### config.mk
export PLATFORM = sky130hd
export DESIGN_NAME = cpu_ienc
export DESIGN_NICKNAME = d
export VERILOG_FILES = /design/src/rtl/cpu_ienc_pkg.sv /design/src/rtl/cpu_ienc_fmt.sv /design/src/rtl/cpu_ienc.sv
export SDC_FILE = /design/constraint.sdc
export NUM_CORES = 1
export LEC_CHECK = 0
export CORE_UTILIZATION = 55
export DETAILED_ROUTE_END_ITERATION = 10
export DONT_BUFFER_PORTS = 1
export HOLD_SLACK_MARGIN = 0.06
export PLACE_DENSITY = 0.7
export SYNTH_ARGS = -nofsm -noshare
export SYNTH_HDL_FRONTEND = slang
export SYNTH_SLANG_ARGS = --single-unit
### constraint.sdc
create_clock -name clk -period 2.2 [get_ports clk]
set_clock_uncertainty 0.15 [all_clocks]
set_input_delay 0.44 -clock clk [delete_from_list [all_inputs] [get_ports clk]]
set_output_delay 0.44 -clock clk [all_outputs]
set_load 0.02 [all_outputs]
### src/rtl/cpu_ienc_pkg.sv
// Shared constants for the instruction encoder: request kinds, RV32I/M
// opcode/funct fields, FSM state codes and small encoding helpers.
// Optional feature macro used by the encoder: CPU_IENC_M_EXT_EN.
package cpu_ienc_pkg;

    typedef enum logic [3:0] {
        KIND_OP     = 4'd0,
        KIND_OP_IMM = 4'd1,
        KIND_LUI    = 4'd2,
        KIND_AUIPC  = 4'd3,
        KIND_JAL    = 4'd4,
        KIND_JALR   = 4'd5,
        KIND_BRANCH = 4'd6,
        KIND_LOAD   = 4'd7,
        KIND_STORE  = 4'd8,
        KIND_LI     = 4'd9,
        KIND_CALL   = 4'd10,
        KIND_NOP    = 4'd11
    } kind_e;

    localparam logic [6:0] OPC_OP     = 7'b0110011;
    localparam logic [6:0] OPC_OP_IMM = 7'b0010011;
    localparam logic [6:0] OPC_LUI    = 7'b0110111;
    localparam logic [6:0] OPC_AUIPC  = 7'b0010111;
    localparam logic [6:0] OPC_JAL    = 7'b1101111;
    localparam logic [6:0] OPC_JALR   = 7'b1100111;
    localparam logic [6:0] OPC_BRANCH = 7'b1100011;
    localparam logic [6:0] OPC_LOAD   = 7'b0000011;
    localparam logic [6:0] OPC_STORE  = 7'b0100011;

    localparam logic [6:0] F7_BASE   = 7'b0000000;
    localparam logic [6:0] F7_ALT    = 7'b0100000;
    localparam logic [6:0] F7_MULDIV = 7'b0000001;

    localparam logic [2:0] F3_ADD = 3'b000;
    localparam logic [2:0] F3_SLL = 3'b001;
    localparam logic [2:0] F3_SR  = 3'b101;

    localparam logic [1:0] ALT_BASE   = 2'd0;
    localparam logic [1:0] ALT_ALT    = 2'd1;
    localparam logic [1:0] ALT_MULDIV = 2'd2;

    localparam logic [4:0] REG_X0 = 5'd0;

    // Canonical NOP is ADDI x0, x0, 0.
    localparam logic [31:0] NOP_WORD = {12'd0, REG_X0, F3_ADD, REG_X0, OPC_OP_IMM};

    localparam logic [1:0] ST_IDLE  = 2'd0;
    localparam logic [1:0] ST_FIRST = 2'd1;
    localparam logic [1:0] ST_LAST  = 2'd2;

    typedef struct packed {
        logic [19:0] hi;
        logic [11:0] lo;
    } split_t;

    // True when v is representable as a signed value of the given bit width.
    function automatic logic fits_signed(input logic [31:0] v, input int unsigned bits);
        logic [31:0] mask;
        mask = ~32'd0 << (bits - 1);
        return ((v & mask) == 32'd0) || ((v & mask) == mask);
    endfunction

    // Upper part is rounded so that hi<<12 plus sign-extended lo equals v.
    function automatic split_t li_split(input logic [31:0] v);
        logic [31:0] rounded;
        rounded = v + 32'h0000_0800;
        return '{hi: rounded[31:12], lo: v[11:0]};
    endfunction

endpackage

### src/rtl/cpu_ienc_fmt.sv
// Combinational single-word formatter: one base-kind request to one
// RV32I/M word plus an illegal flag for range or funct7 violations.
// Optional feature macro: CPU_IENC_M_EXT_EN (enables funct7 0000001 on OP).
module cpu_ienc_fmt
    import cpu_ienc_pkg::*;
(
    input  kind_e       kind,
    input  logic [2:0]  funct3,
    input  logic [1:0]  alt,
    input  logic [4:0]  rd,
    input  logic [4:0]  rs1,
    input  logic [4:0]  rs2,
    input  logic [31:0] imm,
    output logic [31:0] word,
    output logic        illegal
);

    logic [6:0] funct7;
    logic       alt_ok;
    logic       is_shift;

    // Map the alt selector to funct7 and decide whether it is legal here.
    always_comb begin
        // NOTE: every output of a combinational block gets a default first so no latch is inferred.
        funct7   = F7_BASE;
        alt_ok   = 1'b0;
        is_shift = (funct3 == F3_SLL) || (funct3 == F3_SR);
        case (alt)
            ALT_BASE: begin
                funct7 = F7_BASE;
                alt_ok = 1'b1;
            end
            ALT_ALT: begin
                funct7 = F7_ALT;
                alt_ok = ((kind == KIND_OP) && ((funct3 == F3_ADD) || (funct3 == F3_SR)))
                      || ((kind == KIND_OP_IMM) && (funct3 == F3_SR));
            end
            ALT_MULDIV: begin
                funct7 = F7_MULDIV;
`ifdef CPU_IENC_M_EXT_EN
                alt_ok = (kind == KIND_OP);
`else
                alt_ok = 1'b0;
`endif
            end
            default: alt_ok = 1'b0;
        endcase
    end

    // Assemble the word for the requested format and range-check the immediate.
    always_comb begin
        word    = '0;
        illegal = 1'b0;
        case (kind)
            KIND_OP: word = {funct7, rs2, rs1, funct3, rd, OPC_OP};
            KIND_OP_IMM: begin
                if (is_shift) begin
                    illegal = (imm[31:5] != 27'd0);
                    word    = {funct7, imm[4:0], rs1, funct3, rd, OPC_OP_IMM};
                end else begin
                    illegal = !fits_signed(imm, 12);
                    word    = {imm[11:0], rs1, funct3, rd, OPC_OP_IMM};
                end
            end
            KIND_LUI: begin
                illegal = (imm[11:0] != 12'd0);
                word    = {imm[31:12], rd, OPC_LUI};
            end
            KIND_AUIPC: begin
                illegal = (imm[11:0] != 12'd0);
                word    = {imm[31:12], rd, OPC_AUIPC};
            end
            KIND_JAL: begin
                illegal = !fits_signed(imm, 21) || imm[0];
                word    = {imm[20], imm[10:1], imm[11], imm[19:12], rd, OPC_JAL};
            end
            KIND_JALR: begin
                illegal = !fits_signed(imm, 12);
                word    = {imm[11:0], rs1, F3_ADD, rd, OPC_JALR};
            end
            KIND_BRANCH: begin
                illegal = !fits_signed(imm, 13) || imm[0];
                word    = {imm[12], imm[10:5], rs2, rs1, funct3, imm[4:1], imm[11], OPC_BRANCH};
            end
            KIND_LOAD: begin
                illegal = !fits_signed(imm, 12);
                word    = {imm[11:0], rs1, funct3, rd, OPC_LOAD};
            end
            KIND_STORE: begin
                illegal = !fits_signed(imm, 12);
                word    = {imm[11:5], rs2, rs1, funct3, imm[4:0], OPC_STORE};
            end
            KIND_NOP: word = NOP_WORD;
            default:  illegal = 1'b1;
        endcase
        if (!alt_ok) begin
            illegal = 1'b1;
        end
    end

endmodule

### src/rtl/cpu_ienc.sv
// Instruction encoder top: expands LI/CALL pseudo-instructions into up to
// two base requests, formats them, and streams the words on valid/ready.
// Optional feature macro: CPU_IENC_M_EXT_EN (see cpu_ienc_fmt).
module cpu_ienc
    import cpu_ienc_pkg::*;
(
    input  logic        clk,
    input  logic        rst_n,
    input  logic        flush,
    input  logic        in_valid,
    output logic        in_ready,
    input  logic [3:0]  in_kind,
    input  logic [2:0]  in_funct3,
    input  logic [1:0]  in_alt,
    input  logic [4:0]  in_rd,
    input  logic [4:0]  in_rs1,
    input  logic [4:0]  in_rs2,
    input  logic [31:0] in_imm,
    output logic        out_valid,
    input  logic        out_ready,
    output logic [31:0] out_instr,
    output logic        out_last,
    output logic        err
);

    logic [1:0]  state;
    logic [31:0] word1_q;
    split_t      split;
    kind_e       kind0, kind1;
    logic [2:0]  f3_0;
    logic [1:0]  alt0;
    logic [4:0]  rs1_0;
    logic [31:0] imm0, imm1;
    logic        two_word, pseudo_bad;
    logic [31:0] word0, word1;
    logic        ill0, ill1, illegal, accept;

    // Rewrite pseudo-instructions into one or two base-kind requests.
    always_comb begin
        split      = li_split(in_imm);
        kind0      = kind_e'(in_kind);
        f3_0       = in_funct3;
        alt0       = in_alt;
        rs1_0      = in_rs1;
        imm0       = in_imm;
        kind1      = KIND_OP_IMM;
        imm1       = {{20{split.lo[11]}}, split.lo};
        two_word   = 1'b0;
        pseudo_bad = 1'b0;
        if (kind_e'(in_kind) == KIND_LI) begin
            pseudo_bad = (in_alt != ALT_BASE);
            alt0       = ALT_BASE;
            f3_0       = F3_ADD;
            if (split.hi == 20'd0) begin
                kind0 = KIND_OP_IMM;
                rs1_0 = REG_X0;
                imm0  = imm1;
            end else begin
                kind0    = KIND_LUI;
                imm0     = {split.hi, 12'd0};
                two_word = (split.lo != 12'd0);
            end
        end else if (kind_e'(in_kind) == KIND_CALL) begin
            pseudo_bad = (in_alt != ALT_BASE);
            alt0       = ALT_BASE;
            kind0      = KIND_AUIPC;
            imm0       = {split.hi, 12'd0};
            kind1      = KIND_JALR;
            two_word   = 1'b1;
        end
    end

    cpu_ienc_fmt u_fmt0 (
        .kind    (kind0),
        .funct3  (f3_0),
        .alt     (alt0),
        .rd      (in_rd),
        .rs1     (rs1_0),
        .rs2     (in_rs2),
        .imm     (imm0),
        .word    (word0),
        .illegal (ill0)
    );

    cpu_ienc_fmt u_fmt1 (
        .kind    (kind1),
        .funct3  (F3_ADD),
        .alt     (ALT_BASE),
        .rd      (in_rd),
        .rs1     (in_rd),
        .rs2     (in_rs2),
        .imm     (imm1),
        .word    (word1),
        .illegal (ill1)
    );

    // Handshake derived from the held-word state; flush blocks new requests.
    always_comb begin
        illegal   = ill0 || (two_word && ill1) || pseudo_bad;
        in_ready  = !flush && ((state == ST_IDLE) || ((state == ST_LAST) && out_ready));
        accept    = in_valid && in_ready;
        out_valid = (state != ST_IDLE);
        out_last  = (state == ST_LAST);
    end

    // Word-holding FSM: load on accept, advance to word1, drain on transfer.
    always_ff @(posedge clk or negedge rst_n) begin
        if (!rst_n) begin
            state     <= ST_IDLE;
            out_instr <= '0;
            word1_q   <= '0;
            err       <= 1'b0;
        end else if (flush) begin
            // NOTE: sequential state uses non-blocking assignments so all registers update from pre-edge values.
            state <= ST_IDLE;
            err   <= 1'b0;
        end else begin
            err <= accept && illegal;
            if (accept) begin
                if (illegal) begin
                    state <= ST_IDLE;
                end else begin
                    state     <= two_word ? ST_FIRST : ST_LAST;
                    out_instr <= word0;
                    word1_q   <= word1;
                end
            end else if (out_ready) begin
                case (state)
                    ST_FIRST: begin
                        state     <= ST_LAST;
                        out_instr <= word1_q;
                    end
                    ST_LAST: state <= ST_IDLE;
                    default: state <= ST_IDLE;
                endcase
            end
        end
    end

endmodule

# After elaboration in Yosys (flattened, before gate mapping)
# Index checks and enable logic that the tools add are counted.
# totals
regBits	67
inputBits	61
output_inout_bits	36
word_cells	136
# op_classes
addsub	1
eq_ne	33
mux	38
bitwise_logic	2
n_reduce_logical	58
# ops
cell	count
32-bit case mux with 10 select lines	2
32-bit 2-to-1 mux	8
32-bit logical NOT	6
21-bit == test (second input constant)	2
20-bit == test (second input constant)	2
32-bit by 12-bit adder with 32-bit output (second input constant)	1
4-bit by 3-bit == test with 1-bit output (second input constant)	8
27-bit nonzero test	1
12-bit == test (second input constant)	2
4-bit == test (second input constant)	6
12-bit nonzero test	2
20-bit logical NOT	1
2-bit 2-to-1 mux	9
4-bit by 2-bit == test with 1-bit output (second input constant)	4
1-bit logical OR	16
4-bit 2-to-1 mux	3
6-bit case mux with 2 select lines	1
5-bit 2-to-1 mux	2
4-bit by 1-bit == test with 1-bit output (second input constant)	2
4-bit logical NOT	2
1-bit 2-to-1 mux	8
2-bit nonzero test	4
2-bit OR reduction	4
1-bit logical AND	7
other kinds (18)	29

# Depth between registers and ports, before layout
# logic_depth
depth_word	15
depth_mapped	16

# Hierarchy
# From an unflattened synthesis, not the netlist that was laid out.
# unflattened
cells_unflattened	757
area_unflattened_um2	6394.9
# by_module_without_submodules
module	instances	cells_each	area_per_inst_um2	seq_area_each_um2
cpu_ienc	1	377	4150.2	1676.6
cpu_ienc_fmt	2	190	1122.3	0.0

# Least setup slack after synthesis
# Ideal clock, no wire load.
# synth_timing
path_type	input -> register
startpoint	input in_imm[11]
endpoint	register out_instr[9]
arrival_ns	3.918
t_required_ns	1.925
setup_slack_ns	-1.993
cell_stages	15
n_path_buf	3
cell_sequence	ha_1 nand3_1 or4_1 buf_4 xnor2_1 nor4_2 nand4_2 or2_1 buf_2 a21o_1 or3_1 a31o_4 a21oi_4 buf_6 mux2_4
# synth_between
elab_chain_cells	14
elab_cells_between_ends	69
classes_between	add/sub: 1; eq/ne: 16; mux: 15; reduce/logical: 37
# synth_rtl
element	line_no	text
start: declaration	cpu_ienc.sv:18	input logic [31:0] in_imm,
32-bit by 12-bit adder with 32-bit output	cpu_ienc_pkg.sv:67	rounded = v + 32'h0000_0800;
20-bit logical NOT	cpu_ienc.sv:54	if (split.hi == 20'd0) begin
32-bit 2-to-1 mux	cpu_ienc.sv:54	
32-bit 2-to-1 mux	cpu_ienc.sv:50	if (kind_e'(in_kind) == KIND_LI) begin
21-bit == test (tied with other cells)	cpu_ienc_pkg.sv:61	return ((v & mask) == 32'd0) || ((v & mask) == mask);
1-bit logical OR	cpu_ienc_pkg.sv:61	
1-bit logical NOT (on tied branches)	-	
1-bit 2-to-1 mux (tied with other cells)	cpu_ienc_fmt.sv:57	if (is_shift) begin
1-bit case mux with 6 select lines	cpu_ienc_fmt.sv:54	case (kind)
1-bit 2-to-1 mux	cpu_ienc_fmt.sv:96	if (!alt_ok) begin
1-bit logical OR (2 in series)	cpu_ienc.sv:99	illegal = ill0 || (two_word && ill1) || pseudo_bad;
2-bit inequality test (no source line)	-	
4-bit AND reduction (no source line)	-	
end signal: assignment	cpu_ienc.sv:124	out_instr <= word0;
end signal: assignment	cpu_ienc.sv:131	out_instr <= word1_q;
end: declaration	cpu_ienc.sv:21	output logic [31:0] out_instr,
# Parallel ways exist; a longest one is shown, timed or not. The select of a mux whose other input is x is not followed.
# A chain may end at the register's enable or synchronous reset.

# Final worst setup path
# layout_timing
startpoint	input in_imm[11]
endpoint	register out_instr[27]
# The elaborated chain is that of the path after synthesis.

==> results.cfg <==
[detailed_routing]
drt_iter0_drc = 607
vias_per_cell = 6.86
drt_first_pass_iters = 5
antenna_left = 0
wl_per_cell_microns = 22.0
drc = 0
vias = 5335
drt-total-wl_microns = 17100

[synthesis]
netlist_instances = 572
postSynthNetCount = 634
yosysWarnings = 0
synthDistinctLibCells = 75
synth_flop_cell = dfrtp_1
yosysTopAreaCellShare_pct = 29.2
ys_seq_area_share_pct = 29.2
synthArstFlopShare_pct = 100
yosysMostFrequentCell = a21oi_1
yosys.area.top_type = dfrtp_1
syn_area_sq_um = 4630
synthTopCellsByArea = dfrtp_1 29%, a21oi_1 6.8%, nand2_1 4.1%
synth-seq-cells = 54
synth-edff-count = 0
synth_common_cells = 63 x a21oi_1, 54 x dfrtp_1, 51 x nand2_1
synth.avg_cell_area_sq_um = 8.09

[finish]
drive_above_1_share_pct = 30.5
multiInputGateArea_sq_um = 3330
n_antenna_cell = 0
syn_to_final_growth_pct = 32.1
fin_nets = 735
num-fill-cells = 613
ff_latch_area_sq_um = 1350

[placement]
port_buffers = 0
place_congestion = 0.920
post-place-ws_ns = -1.87
post-dp-hpwl_microns = 12600

[run_status]
violations = setup timing
outcome = finished with violations

[setup_path]
crit_type = input pin to register
r2r_start = state[1]
start_kind = input pin
cp-end-kind = register
cp_data_required_time_ns = 2.25
r2r-end = out_instr[16]
rrSetupSlack_ns = -0.10
cp_max_fo = 12
reg2regPathDepth = 9
crit_arrival_ns = 3.58

[sta]
tightest_slew_ns = 0.685
finalSetupViolations = 54
clock.fmax_ghz = 0.284
fin_tns_setup_ns = -68.45
fin_crit_sh_pct = 160
relSlewSlack_pct = 53.7
fin_ws_ns = -1.33
fin_crit_ns = 3.53
rsz0062_at_grt = yes
slew_violations = 0
finalHoldViolations = 0

[cts]
cts_root_buffer = clkbuf_8
cts_htree_levels = 2
clkLatencyLatePin_ns = 0.32
clock-sinks = 54
cts_tree = built
cts.path.max_buffers = 2
clk_pin_slew_ns = 0.10
numCtsBuffers = 5

[die]
rows = 33
core_sq_um = 8180
die_area_sq_um = 8780
start_util_pct = 56.6
io_pins = 97
chipHeight_microns = 93.7
die_x_microns = 93.7

[min_path]
hold_class = input pin to register
min_to = word1_q[15]
min_from = in_rd[0]
min_path_cells = 1

[grt]
grt-ovfl-total = 0
antenna_found_initial = 0
use_met1_pct = 52.3
grt_max_degree = 55
use_met3_pct = 10.4
busiest_layer = met2
grt_pass1_wl_microns = 26400
met2_usage_pct = 59.5
grtUsageTotal_pct = 39.0
grt_pass1_vias = 5215

[job]
drv_cap = 0

[power_and_ir_drop]
power_uw = 3120
ir_worst_vdd_v = 0.000587
power_density_nw_per_um2 = 510
power_leakage_uw = 0.00266
## power by group
group	switching, uW	internal, uW	leakage, uW
Combinational	412	480	0.00194
Sequential	407	1260	0.000681
Clock	343	218	0.0000362
## cell families (layout without fill, tap and decap cells)
logic type	after synthesis	after routing	synth area share [%]
simple gates	215	215	25.0
compound gates	186	187	27.1
buf+inv	59	159	5.79
flops	54	54	29.2
xor+xnor	20	20	3.79
fa+ha+maj	1	1	0.270
mux	37	37	8.84
## through the flow
stage / util [%] / cells / cell area, sq um / hold slack [ns]
after global routing: 74.7 / 778 / 6110 / 0.0873
after global placement: 67.8 / 758 / 5540 / -0.00465
after detailed placement: 67.8 / 758 / 5540 / -0.00459
after floorplan: - / 572 / 4690 / -0.00559
final: 74.7 / 778 / 6110 / 0.0936
after CTS: 72.1 / 776 / 5890 / 0.0960
## routing by layer
| metal | share of wire [%] | up-vias |
|---|---|---|
| met3 | 12 | 58 |
| met1 | 40 | 2533 |
| met2 | 44 | 386 |
| li1 | - | 2358 |
| met4 | 3.3 | 0 |
| met5 | 0 | - |
## worst max path at each step
stage / cells after the start / start / end / slack (ns)
2_1_floorplan: 15 / in_imm[11] / out_instr[9] / -1.76
3_3_place_gp: 12 / in_imm[11] / out_instr[2] / -1.79
3_5_place_dp: 13 / in_imm[11] / out_instr[19] / -1.87
4_1_cts: 14 / in_imm[11] / out_instr[7] / -1.31
5_1_grt: 15 / in_kind[3] / word1_q[27] / -1.43
6_report: 13 / in_imm[11] / out_instr[27] / -1.33
## placed cells by master, fill, tap and decap left out, drive strengths merged, types with 6 or more instances in the layout
cell      n
a211oi    7
a21o      6
a21oi    65
a22oi    13
a31oi    13
and3     10
buf     135
dfrtp    54
inv      14
mux2     28
mux2i     9
nand2    52
nand2b   11
nand3    16
nand4    15
nor2     44
nor2b     7
nor3     23
o211ai    6
o21ai    28
o22ai     7
o32a     11
or3       7
xnor2    12
xor2      8
## flip-flops by register name, indices dropped and copies added (netlist names)
register	flops
out_instr	31
state	2
err	1
word1_q	20
## worst max-delay path: stages
cell     delay (ns)
ha_4           0.14
nand3_4        0.07
or4_4          0.60
nor2_4         0.16
xnor2_1        0.15
nand4_2        0.21
or2_4          0.32
buf_4          0.16
a21oi_2        0.24
o31ai_4        0.12
a31o_4         0.29
a21oi_4        0.32
mux2_4         0.34
## what timing repair did
| action | in CTS | in global routing |
|---|---|---|
| cloned | 1 | 0 |
| resized for setup | 27 | 39 |
| setup endpoints to repair | 54 | 54 |
| hold buffers | 3 | 0 |
| setup buffers | 7 | 2 |
| endpoints found under the hold margin | 55 | 0 |
| pin swaps | 8 | 7 |
## layout make-up
type,count,area share (%)
multi-input cells,460,54.6
repair buffers,137,18.9
inverters,15,0.922
flip-flops and latches,54,22.1
clock buffers,5,1.13
well taps,105,2.15
clock inverters,2,0.246
(Power assumes the default switching activity.)
